[src/rtl/tbu_param_pkg.sv]
// Shared Viterbi decoder constants: trellis sizing helpers and default depths.
package viterbi_pkg;

   localparam int unsigned K_DEFAULT        = 4;
   localparam int unsigned TB_DEPTH_DEFAULT = 16;

   function automatic int unsigned calc_m(input int unsigned k);
      return k - 1;
   endfunction

   function automatic int unsigned calc_ns(input int unsigned k);
      return 32'd1 << (k - 1);
   endfunction

   localparam int unsigned M_DEFAULT = calc_m(K_DEFAULT);

   typedef logic [M_DEFAULT-1:0] state_t;

endpackage

[src/rtl/tbu_param_if.sv]
// Traceback unit bus: decision banks and control in, decoded stream and debug state out.
interface tbu_param_if #(
   parameter int unsigned K = viterbi_pkg::K_DEFAULT
) ();
   import viterbi_pkg::*;

   localparam int unsigned M  = calc_m(K);
   localparam int unsigned NS = calc_ns(K);

   logic          enable;
   logic          selection;
   logic [NS-1:0] d_in_0;
   logic [NS-1:0] d_in_1;
   logic [M-1:0]  best_state;
   logic          d_o;
   logic          wr_en;
   logic          blk_done;
   logic [M-1:0]  cur_state;

   modport master (
      output enable, selection, d_in_0, d_in_1, best_state,
      input  d_o, wr_en, blk_done, cur_state
   );

   modport slave (
      input  enable, selection, d_in_0, d_in_1, best_state,
      output d_o, wr_en, blk_done, cur_state
   );

endinterface

[src/rtl/tbu_param_step.sv]
// One backward trellis step: pick the survivor decision bit and form the predecessor state.
module tbu_step #(
   parameter  int unsigned K  = viterbi_pkg::K_DEFAULT,
   localparam int unsigned M  = viterbi_pkg::calc_m(K),
   localparam int unsigned NS = viterbi_pkg::calc_ns(K)
) (
   input  logic [M-1:0]  state,
   input  logic [NS-1:0] d_in_0,
   input  logic [NS-1:0] d_in_1,
   input  logic          selection,
   output logic          dec,
   output logic [M-1:0]  next_state
);
   import viterbi_pkg::*;

   assign dec = selection ? d_in_1[state] : d_in_0[state];

   // A single-bit state has nothing to shift, so the decision becomes the whole state.
   if (M > 1) begin : g_shift
      assign next_state = {dec, state[M-1:1]};
   end else begin : g_single
      assign next_state = dec;
   end

endmodule

[src/rtl/tbu_param.sv]
// Parametrised Viterbi traceback unit; define TBU_BEST_STATE_EN to restart from best_state
// instead of state 0.
module tbu_param #(
   parameter int unsigned K        = viterbi_pkg::K_DEFAULT,
   parameter int unsigned TB_DEPTH = viterbi_pkg::TB_DEPTH_DEFAULT
) (
   input logic        clk,
   input logic        rst,
   tbu_param_if.slave bus
);
   import viterbi_pkg::*;

   localparam int unsigned M     = calc_m(K);
   localparam int unsigned CNT_W = $clog2(TB_DEPTH + 1);

   localparam logic [CNT_W-1:0] DEPTH_C = CNT_W'(TB_DEPTH);
   localparam logic [CNT_W-1:0] LAST_C  = CNT_W'(TB_DEPTH - 1);

   logic [M-1:0]     state;
   logic [M-1:0]     state_d;
   logic [M-1:0]     step_state;
   logic [M-1:0]     sv;
   logic             dec;
   logic             sel_q;
   logic             sel_edge;
   logic             emit;
   logic             done_d;
   logic [CNT_W-1:0] cnt;
   logic [CNT_W-1:0] cnt_base;
   logic [CNT_W-1:0] cnt_d;
   logic             d_o_q;
   logic             wr_en_q;
   logic             blk_done_q;

`ifdef TBU_BEST_STATE_EN
   assign sv = bus.best_state;
`else
   logic unused_best;
   assign sv          = '0;
   assign unused_best = ^bus.best_state;
`endif

   tbu_step #(.K(K)) u_step (
      .state      (state),
      .d_in_0     (bus.d_in_0),
      .d_in_1     (bus.d_in_1),
      .selection  (bus.selection),
      .dec        (dec),
      .next_state (step_state)
   );

   // On a selection edge the count restarts at zero, so the edge cycle itself
   // may already emit the first bit of the new output phase.
   always_comb begin
      sel_edge = sel_q ^ bus.selection;
      cnt_base = sel_edge ? '0 : cnt;
      emit     = bus.enable && bus.selection && (cnt_base < DEPTH_C);
      done_d   = emit && (cnt_base == LAST_C);
      state_d  = step_state;
      cnt_d    = cnt_base;
      if (!bus.enable) begin
         state_d = sv;
         cnt_d   = '0;
      end else begin
         if (sel_edge) begin
            state_d = sv;
         end
         if (emit) begin
            cnt_d = cnt_base + 1'b1;
         end
      end
   end

   always_ff @(posedge clk) begin
      if (rst) begin
         state      <= '0;
         sel_q      <= 1'b0;
         cnt        <= '0;
         d_o_q      <= 1'b0;
         wr_en_q    <= 1'b0;
         blk_done_q <= 1'b0;
      end else begin
         state      <= state_d;
         sel_q      <= bus.selection;
         cnt        <= cnt_d;
         wr_en_q    <= emit;
         blk_done_q <= done_d;
         if (emit) begin
            d_o_q <= dec;
         end
      end
   end

   assign bus.d_o       = d_o_q;
   assign bus.wr_en     = wr_en_q;
   assign bus.blk_done  = blk_done_q;
   assign bus.cur_state = state;

endmodule

[src/flat_wrapper.sv]
// flat-port wrapper written by rule: the top's interface ports become plain ports
module tbu_param_flat import viterbi_pkg::*;
#(
   parameter int unsigned K        = viterbi_pkg::K_DEFAULT,
   parameter int unsigned TB_DEPTH = viterbi_pkg::TB_DEPTH_DEFAULT
)
  (clk, rst, bus_enable, bus_selection, bus_d_in_0, bus_d_in_1, bus_best_state, bus_d_o, bus_wr_en, bus_blk_done, bus_cur_state);
  tbu_param_if #(.K(K)) bus_i ();
  input logic clk;
  input logic rst;
  input wire logic [$bits(bus_i.enable)-1:0] bus_enable;
  input wire logic [$bits(bus_i.selection)-1:0] bus_selection;
  input wire logic [$bits(bus_i.d_in_0)-1:0] bus_d_in_0;
  input wire logic [$bits(bus_i.d_in_1)-1:0] bus_d_in_1;
  input wire logic [$bits(bus_i.best_state)-1:0] bus_best_state;
  output wire logic [$bits(bus_i.d_o)-1:0] bus_d_o;
  output wire logic [$bits(bus_i.wr_en)-1:0] bus_wr_en;
  output wire logic [$bits(bus_i.blk_done)-1:0] bus_blk_done;
  output wire logic [$bits(bus_i.cur_state)-1:0] bus_cur_state;
  assign bus_i.enable = bus_enable;
  assign bus_i.selection = bus_selection;
  assign bus_i.d_in_0 = bus_d_in_0;
  assign bus_i.d_in_1 = bus_d_in_1;
  assign bus_i.best_state = bus_best_state;
  assign bus_d_o = bus_i.d_o;
  assign bus_wr_en = bus_i.wr_en;
  assign bus_blk_done = bus_i.blk_done;
  assign bus_cur_state = bus_i.cur_state;
  tbu_param #(.K(K), .TB_DEPTH(TB_DEPTH)) u_core (.clk(clk), .rst(rst), .bus(bus_i));
endmodule
[config.mk]
export PLATFORM = sky130hd
export DESIGN_NAME = tbu_param_flat
export DESIGN_NICKNAME = d
export VERILOG_FILES = /design/src/rtl/tbu_param_pkg.sv /design/src/rtl/tbu_param_if.sv /design/src/rtl/tbu_param_step.sv /design/src/rtl/tbu_param.sv /design/src/flat_wrapper.sv
export SDC_FILE = /design/constraint.sdc
export NUM_CORES = 1
export LEC_CHECK = 0
export BUFFER_PORTS_ARGS = -buffer_cell sky130_fd_sc_hd__buf_2
export CAP_MARGIN = 5
export CORE_UTILIZATION = 41
export CTS_CLUSTER_DIAMETER = 200
export CTS_CLUSTER_SIZE = 16
export DETAILED_ROUTE_END_ITERATION = 7
export PLACE_DENSITY_LB_ADDON = 0.15
export SLEW_MARGIN = 20
export SYNTH_ARGS = -nofsm -noshare
export SYNTH_HDL_FRONTEND = slang
export SYNTH_HIERARCHICAL = 1
export SYNTH_SLANG_ARGS = --single-unit
export TNS_END_PERCENT = 100
[constraint.sdc]
create_clock -name clk -period 1.9 [get_ports clk]
set_input_delay 0.285 -clock clk [delete_from_list [all_inputs] [get_ports clk]]
set_output_delay 0.285 -clock clk [all_outputs]
set_load 0.02 [all_outputs]
# Yosys cells after proc, flatten, opt, wreduce, memory -nomap -nowiden
# Cells that the tools add are included.
# totals
mem_bits_ro,0
wordCells,24
out_inout_bits,6
ram_bits,0
regBits,12
input_bits,23
n_memories,0
latch_bits,0
# classes
n_bitwise,2
n_reduce_logical,5
n_mul,0
order_cmp,2
n_addsub,1
eq_ne,1
mux,7
div,0
n_shift,0
# op_table
op,n
5-bit two-way mux,2
1-bit binary-select mux with 3-bit select,2
"5-bit by 1-bit adder with 5-bit output, second input constant",1
"5-bit by 4-bit equality test with 1-bit output, second input constant",1
"5-bit < comparator, second input constant",1
"3-bit by 4-bit < comparator with 1-bit output, second input constant",1
1-bit logical AND,3
1-bit two-way mux,3
3-bit OR reduction,1
2-bit OR reduction,1
1-bit NOT,1
1-bit bitwise XOR,1

# Depth between registers and ports, before layout
# Gate-level depths: netlist (run 1).
# depth
depth_word,5
mapped_depth,7
mapped_depth_nobuf,6

# Hierarchy
# The synthesis (run 1) kept the hierarchy.
# modules_own_cells
mod,cells_per_inst,instances,seq_area_each_um2,area_per_inst_um2
tbu_param,56,1,240.2,553.0
tbu_step,10,1,0.0,157.7

# Worst setup path before layout (run 1)
# Ideal clock, no wire load.
# synth_path
path_type,input port to flip-flop
start,input port bus_selection
end,register u_core.cnt[4]
path_stages,7
path_buffers,1
setup_ns,0.091
slack_ns,0.104
t_required_ns,1.809
arrival_time_ns,1.705
path_cell_list,buf_4 -> xnor2_2 -> and2_2 -> ha_1 -> and4_2 -> ha_1 -> a311oi_1
# synth_via
elab_chain_len,5
word_cells_on_any_way,7
cone_classes,add/sub (1); order compare (1); mux (2); bitwise (1); reduce/logical (2)
# synth_lines
item,line,source
start: declaration,flat_wrapper.sv:12,input wire logic [$bits(bus_i.selection)-1:0] bus_selection;
1-bit bitwise XOR,tbu_param.sv:55,sel_edge = sel_q ^ bus.selection;
5-bit two-way mux,tbu_param.sv:56,cnt_base = sel_edge ? '0 : cnt;
5-bit < comparator,tbu_param.sv:57,emit = bus.enable && bus.selection && (cnt_base < DEPTH_C);
1-bit logical AND,tbu_param.sv:57,
5-bit two-way mux *,tbu_param.sv:68,if (emit) begin
end signal: assignment,tbu_param.sv:85,cnt <= cnt_d;
end: declaration,tbu_param.sv:28,logic [CNT_W-1:0] cnt;
# Every way passes the cells marked *; elsewhere a longest branch is shown, timed or not.
# A chain may end at the register's enable or synchronous reset.

# Final worst setup path (run 1)
# layout_path
start,register u_core.sel_q
end,register u_core.cnt[4]
# layout_via
elab_chain_len,5
word_cells_on_any_way,6
cone_classes,add/sub (1); order compare (1); mux (2); bitwise (1); reduce/logical (1)
# layout_lines
item,line,source
start: declaration,tbu_param.sv:24,logic sel_q;
start signal: assignment,tbu_param.sv:84,sel_q <= bus.selection;
1-bit bitwise XOR *,tbu_param.sv:55,
5-bit two-way mux *,tbu_param.sv:56,
5-bit < comparator,tbu_param.sv:57,
1-bit logical AND,tbu_param.sv:57,
5-bit two-way mux *,tbu_param.sv:68,
# Marked as above.

==> results of run 1 <==
==> through the flow <==
step,worst slack (ns),util [%]
after floorplan,0.104,-
after global placement,0.0901,53.7
after detailed placement,0.0839,53.7
after CTS,0.0453,56.0
after global routing,0.0394,56.1
final,0.101,56.1
==> critical path, stage by stage, from the launching register on <==
cell	delay, ns
dfxtp_2	0.36
xnor2_2	0.18
and2_2	0.21
ha_1	0.21
and4_2	0.23
ha_1	0.27
a311oi_1	0.25
==> sequential cells by signal (all words and copies together), names as in the netlist <==
name and cells:
u_core/bus.d_o 1, u_core/bus.wr_en 1, u_core/sel_q 1, u_core/bus.blk_done 1, u_core/bus.cur_state 3, u_core/cnt 5
==> final timing paths <==
| kind | from | slack, ns | to | cells after the start |
|---|---|---|---|---|
| worst max-delay path | u_core/sel_q | 0.10 | u_core/cnt[4] | 6 |
| worst min-delay path | rst | 0.26 | u_core/sel_q | 2 |
| worst max register to register | u_core/sel_q | 0.10 | u_core/cnt[4] | 6 |
| worst min register to register | u_core/bus.cur_state[2] | 0.50 | u_core/bus.cur_state[1] | 1 |
==> cell usage after synthesis, types with 2 or more instances <==
cell	count	area (um^2)
dfxtp_1	12	240
a21oi_1	5	25.0
buf_4	4	30.0
mux4_1	4	105
nand2_1	4	15.0
and2_1	3	18.8
and2_2	3	22.5
mux2i_1	3	30.0
ha_1	2	25.0
inv_1	2	7.51
nand4_1	2	12.5
o211ai_1	2	15.0
==> cell usage in the layout, fill, tap and decap left out, types with 2 or more instances in the layout <==
cell,n
mux4_1,4
a21oi_1,5
and2_1,3
clkbuf_4,3
buf_2,25
nand4_1,2
mux2i_1,3
and2_2,3
dfxtp_1,11
ha_1,2
inv_1,2
buf_4,2
nand2_1,4
o211ai_1,2
==> layout make-up <==
cell class                      count  share of cell area (%)
Timing Repair Buffer               27                    16.0
Tap cell                           16                    2.29
Multi-Input combinational cell     47                    49.1
Sequential cell                    12                    27.6
Inverter                            2                   0.858
Clock buffer                        4                    4.15
==> per-layer routing <==
| layer | global-route usage [%] | vias up | wire length [um] |
|---|---|---|---|
| li1 | - | 309 | - |
| met1 | 23.4 | 288 | 684 |
| met2 | 29.6 | 22 | 681 |
| met3 | 5.00 | 2 | 83 |
| met4 | 11.9 | 0 | 18 |
| met5 | 0 | - | 0 |
==> power breakdown <==
part	leakage, nW	internal [mW]	switching [mW]
clock network	0.0210	0.116	0.0885
registers	0.0977	0.257	0.00518
logic	0.269	0.0390	0.0363
==> repair_timing <==
action | in CTS | in global routing
hold buffers | 0 | 0
gates resized for setup | 0 | 1
endpoints found under the setup margin | 0 | 1
==> logic make-up (layout without fill, tap and decap cells) <==
logic type / Yosys count / count (layout)
and+or+nand+nor: 24 / 24
AOI/OAI and AO/OA: 13 / 13
DFF: 12 / 12
muxes: 7 / 7
buffers and inverters: 7 / 33
adders and majority gates: 2 / 2
xor gates and xnor gates: 1 / 1
==> results.sh, run 1 <==
export IMPL_drtIter0Drc=4
export IMPL_finalPower_mw=0.543
export IMPL_power_leakage_nw=0.387
export IMPL_synth_xor_xnor_area_share_pct=2.29
export IMPL_track_usage_pct=19.0
export IMPL_antenna_found_initial=0
export IMPL_power_density_mw_per_mm2=620
export IMPL_synthMuxAreaShare_pct=19.0
export IMPL_cp_start_kind="flop"
export IMPL_grt_pass1_vias=599
export IMPL_cts_setup_buffers=0
export IMPL_die_w_um=43.6
export IMPL_max_slew_worst_pin_slew_ns=0.341
export IMPL_antenna_cells=0
export IMPL_ant_nets=0
export IMPL_failed_checks="DRC"
export IMPL_synthToLayoutAreaGrowth_pct=23.1
export IMPL_crit_required_ns=2.08
export IMPL_clock_fmax_mhz=556
export IMPL_placedCellCount=104
export IMPL_min_delay_path_class="in2reg"
export IMPL_port_buffers=25
export IMPL_regArea_um2=241
export IMPL_vias=621
export IMPL_multiInputGateArea_um2=429
export IMPL_place_congestion=0.783
export IMPL_syn_nets=91
export IMPL_final_nets=118
export IMPL_syn_inst=66
export IMPL_critPathMaxFanout=6
export IMPL_start_util_pct=45.6
export IMPL_synth_fa_ha_area_share_pct=3.52
export IMPL_grt_pass1_wl_um=2580
export IMPL_cp_arrival_ns=1.98
export IMPL_slew_headroom_pct=76.6
export IMPL_yosys_area_share_simple_pct=22.7
export IMPL_timing_final_crit_share_pct=94.7
export IMPL_netlist_area_um2=711
export IMPL_cts_tree="built"
export IMPL_drc=2
export IMPL_die_area_mm2=0.00190
export IMPL_maxCapViolCount=0
export IMPL_stdcell_count=108
export IMPL_hold_slack_ns=0.256
export IMPL_fill_cells=129
export IMPL_synth_compound_area_share_pct=12.9
export IMPL_grt_overflow_total=0
export IMPL_ys_types=32
export IMPL_final_layout_size_suffix_gt1_share_pct=41.3
export IMPL_ys_seq_area_share_pct=33.8
export IMPL_period_minus_slack_ns=1.80
export IMPL_peakVddDrop_mv=0.263
export IMPL_num_rows=14
export IMPL_cts_inserted_buffers=3
export IMPL_cp_end_kind="flop"
export IMPL_syn_area_per_cell_um2=10.8
export IMPL_async_reset_ff_share_pct=0
export IMPL_root_buffer="clkbuf_4"
export IMPL_synth_flop_cell="dfxtp_1"
export IMPL_setup_viol=0
export IMPL_insertion_delay_ns=0.27
export IMPL_postLayoutCellArea_um2=875
export IMPL_cts_buffer_depth=2
export IMPL_place_area_um2=837
export IMPL_dpl_hpwl_um=1110
export IMPL_htree_levels=1
export IMPL_clkSinkCount=12
export IMPL_via_per_inst=5.75
export IMPL_grt_max_degree=13
export IMPL_status="finished with violations"
export IMPL_hold_violations=0
export IMPL_rsz0062_at_grt="false"
export IMPL_routedWlPerCell_um=13.6
export IMPL_clkTransAtPathRegs_ns=0.08
export IMPL_core_mm2=0.00156
export IMPL_fin_tns_setup_ns=0
export IMPL_ys_seq_elements=12
export IMPL_io_pins=29
export IMPL_drv_slew=0
export IMPL_synth_edf_count=0
export IMPL_fp_dieH_um=43.6
export IMPL_ys_warnings_count=6
export IMPL_drtPass1Iterations=6
export IMPL_clock_skew_final_ns=0.00206
export IMPL_worstSetupPathType="reg2reg"
export IMPL_synth_top_family_by_area="simple AND/OR/NAND/NOR gates"
export IMPL_drt_total_wl_um=1470
Note: power is estimated with default switching activity, not from simulation.
==> run 2: changes to the inputs <==
--- a/config.mk
+++ b/config.mk
@@ -11,7 +11,7 @@
 export CTS_CLUSTER_DIAMETER = 200
 export CTS_CLUSTER_SIZE = 16
 export DETAILED_ROUTE_END_ITERATION = 7
-export PLACE_DENSITY_LB_ADDON = 0.15
+export PLACE_DENSITY = 0.79
 export SLEW_MARGIN = 20
 export SYNTH_ARGS = -nofsm -noshare
 export SYNTH_HDL_FRONTEND = slang
==> run 2 against run 1 <==
Against the previous run:
- the flow now finishes without violations
- critical path depth is the same
- sequential cell count unchanged
- maximum frequency rose by 2.0%
- total power about the same
- sequential power about the same
- via count is 2.6% higher
- clock power down 2%
- utilization increased by 0.80 points
- final cell count up 0.93%
- largest cell class unchanged
==> results.sh, run 2 (synthesized netlist as in run 1, its figures left out) <==
export IMPL_num_rows=14
export IMPL_power_density_mw_per_mm2=611
export IMPL_final_layout_size_suffix_gt1_share_pct=41.9
export IMPL_clock_skew_final_ns=0.00312
export IMPL_antenna_cells=0
export IMPL_setup_slack_ns=0.136
export IMPL_status="complete, no violations"
export IMPL_critPathMaxFanout=4
export IMPL_hold_path_depth=2
export IMPL_power_leakage_nw=0.393
export IMPL_largest_register_ffs=5
export IMPL_grt_pass1_vias=647
export IMPL_die_area_mm2=0.00190
export IMPL_dpl_worst_slack_ns=0.0613
export IMPL_final_common_cell="buf_2"
export IMPL_setup_worst_path_start="u_core/sel_q"
export IMPL_track_usage_pct=19.0
export IMPL_fp_dieH_um=43.6
export IMPL_clkTransAtPathRegs_ns=0.08
export IMPL_port_buffers=25
export IMPL_period_minus_slack_ns=1.76
export IMPL_hold_start="rst"
export IMPL_htree_levels=1
export IMPL_hold_violations=0
export IMPL_multiInputGateArea_um2=435
export IMPL_fill_cells=129
export IMPL_drc=0
export IMPL_slew_headroom_pct=75.2
export IMPL_setup_viol=0
export IMPL_root_buffer="clkbuf_4"
export IMPL_cp_arrival_ns=1.94
export IMPL_mostFrequentLayoutCells="buf_2, dfxtp_1, a21oi_1"
export IMPL_ant_nets=0
export IMPL_drtIter0Drc=8
export IMPL_drt_total_wl_um=1580
export IMPL_top_register="u_core/cnt"
export IMPL_finalPower_mw=0.542
export IMPL_rsz0062_at_grt="false"
export IMPL_clkSinkCount=12
export IMPL_clock_fmax_mhz=567
export IMPL_grt_pass1_wl_um=2630
export IMPL_maxCapViolCount=0
export IMPL_io_pins=29
export IMPL_drtPass1Iterations=4
export IMPL_cts_tree="built"
export IMPL_timing_final_crit_share_pct=92.8
export IMPL_via_per_inst=5.84
export IMPL_drv_slew=0
export IMPL_cts_hold_buf=0
export IMPL_worstSetupPathType="reg2reg"
export IMPL_cp_end_kind="flop"
export IMPL_vias=637
export IMPL_peakVddDrop_mv=0.502
export IMPL_reg2reg_depth=6
export IMPL_crit_reg2reg_launch="u_core/sel_q"
export IMPL_cts_buffer_depth=2
export IMPL_max_slew_worst_pin_slew_ns=0.363
export IMPL_start_util_pct=45.6
export IMPL_min_delay_path_class="in2reg"
export IMPL_place_congestion=0.771
export IMPL_routedWlPerCell_um=14.5
export IMPL_core_mm2=0.00156
export IMPL_synthToLayoutAreaGrowth_pct=24.8
export IMPL_insertion_delay_ns=0.26
export IMPL_dpl_hpwl_um=1310
export IMPL_cts_setup_buffers=0
export IMPL_grt_overflow_total=0
export IMPL_cts_resized=0
export IMPL_hold_slack_ns=0.263
export IMPL_cts_inserted_buffers=3
export IMPL_cp_start_kind="flop"
export IMPL_final_nets=119
export IMPL_die_w_um=43.6
export IMPL_regArea_um2=240
export IMPL_fin_tns_setup_ns=0
export IMPL_crit_required_ns=2.07
export IMPL_antenna_found_initial=0
export IMPL_grt_max_degree=13
run 2: worst paths after layout:
path | endpoint | slack [ns]
setup reg to reg | u_core/cnt[4] | 0.14
hold reg to reg | u_core/bus.d_o | 0.49
setup / recovery | u_core/cnt[4] | 0.14
hold / removal | u_core/bus.d_o | 0.26
run 2: per-stage QoR:
| step | util (%) | instance area [um^2] | cells |
|---|---|---|---|
| after global routing | 56.9 | 887 | 109 |
| final | 56.9 | 887 | 109 |
| after floorplan | - | 711 | 66 |
| after CTS | 56.5 | 881 | 109 |
| after detailed placement | 54.2 | 845 | 105 |
| after global placement | 54.2 | 845 | 105 |
run 2: report_power, final:
part	internal, mW	switching [mW]
logic	0.0409	0.0397
clock network	0.116	0.0840
registers	0.257	0.00449
total	0.414	0.128
run 2: per-layer routing:
layer  wire (um)  global-route usage, %
met1         596                   18.1
met2         884                   39.4
met5           0                      0
met4          17                   7.50
met3          81                   2.50
run 2: area by class of cell:
type	count	area share, %
Multi-Input combinational cell	47	49.1
Sequential cell	12	27.1
Clock buffer	4	4.09
Timing Repair Buffer	28	16.6
Inverter	2	0.846
Tap cell	16	2.26
run 2: worst max-delay path, stage by stage, from the launching register on:
cell and delay [ns]:
dfxtp_1 0.34, xnor2_2 0.15, and2_2 0.20, ha_1 0.21, and4_2 0.23, ha_1 0.28
a311oi_2 0.26
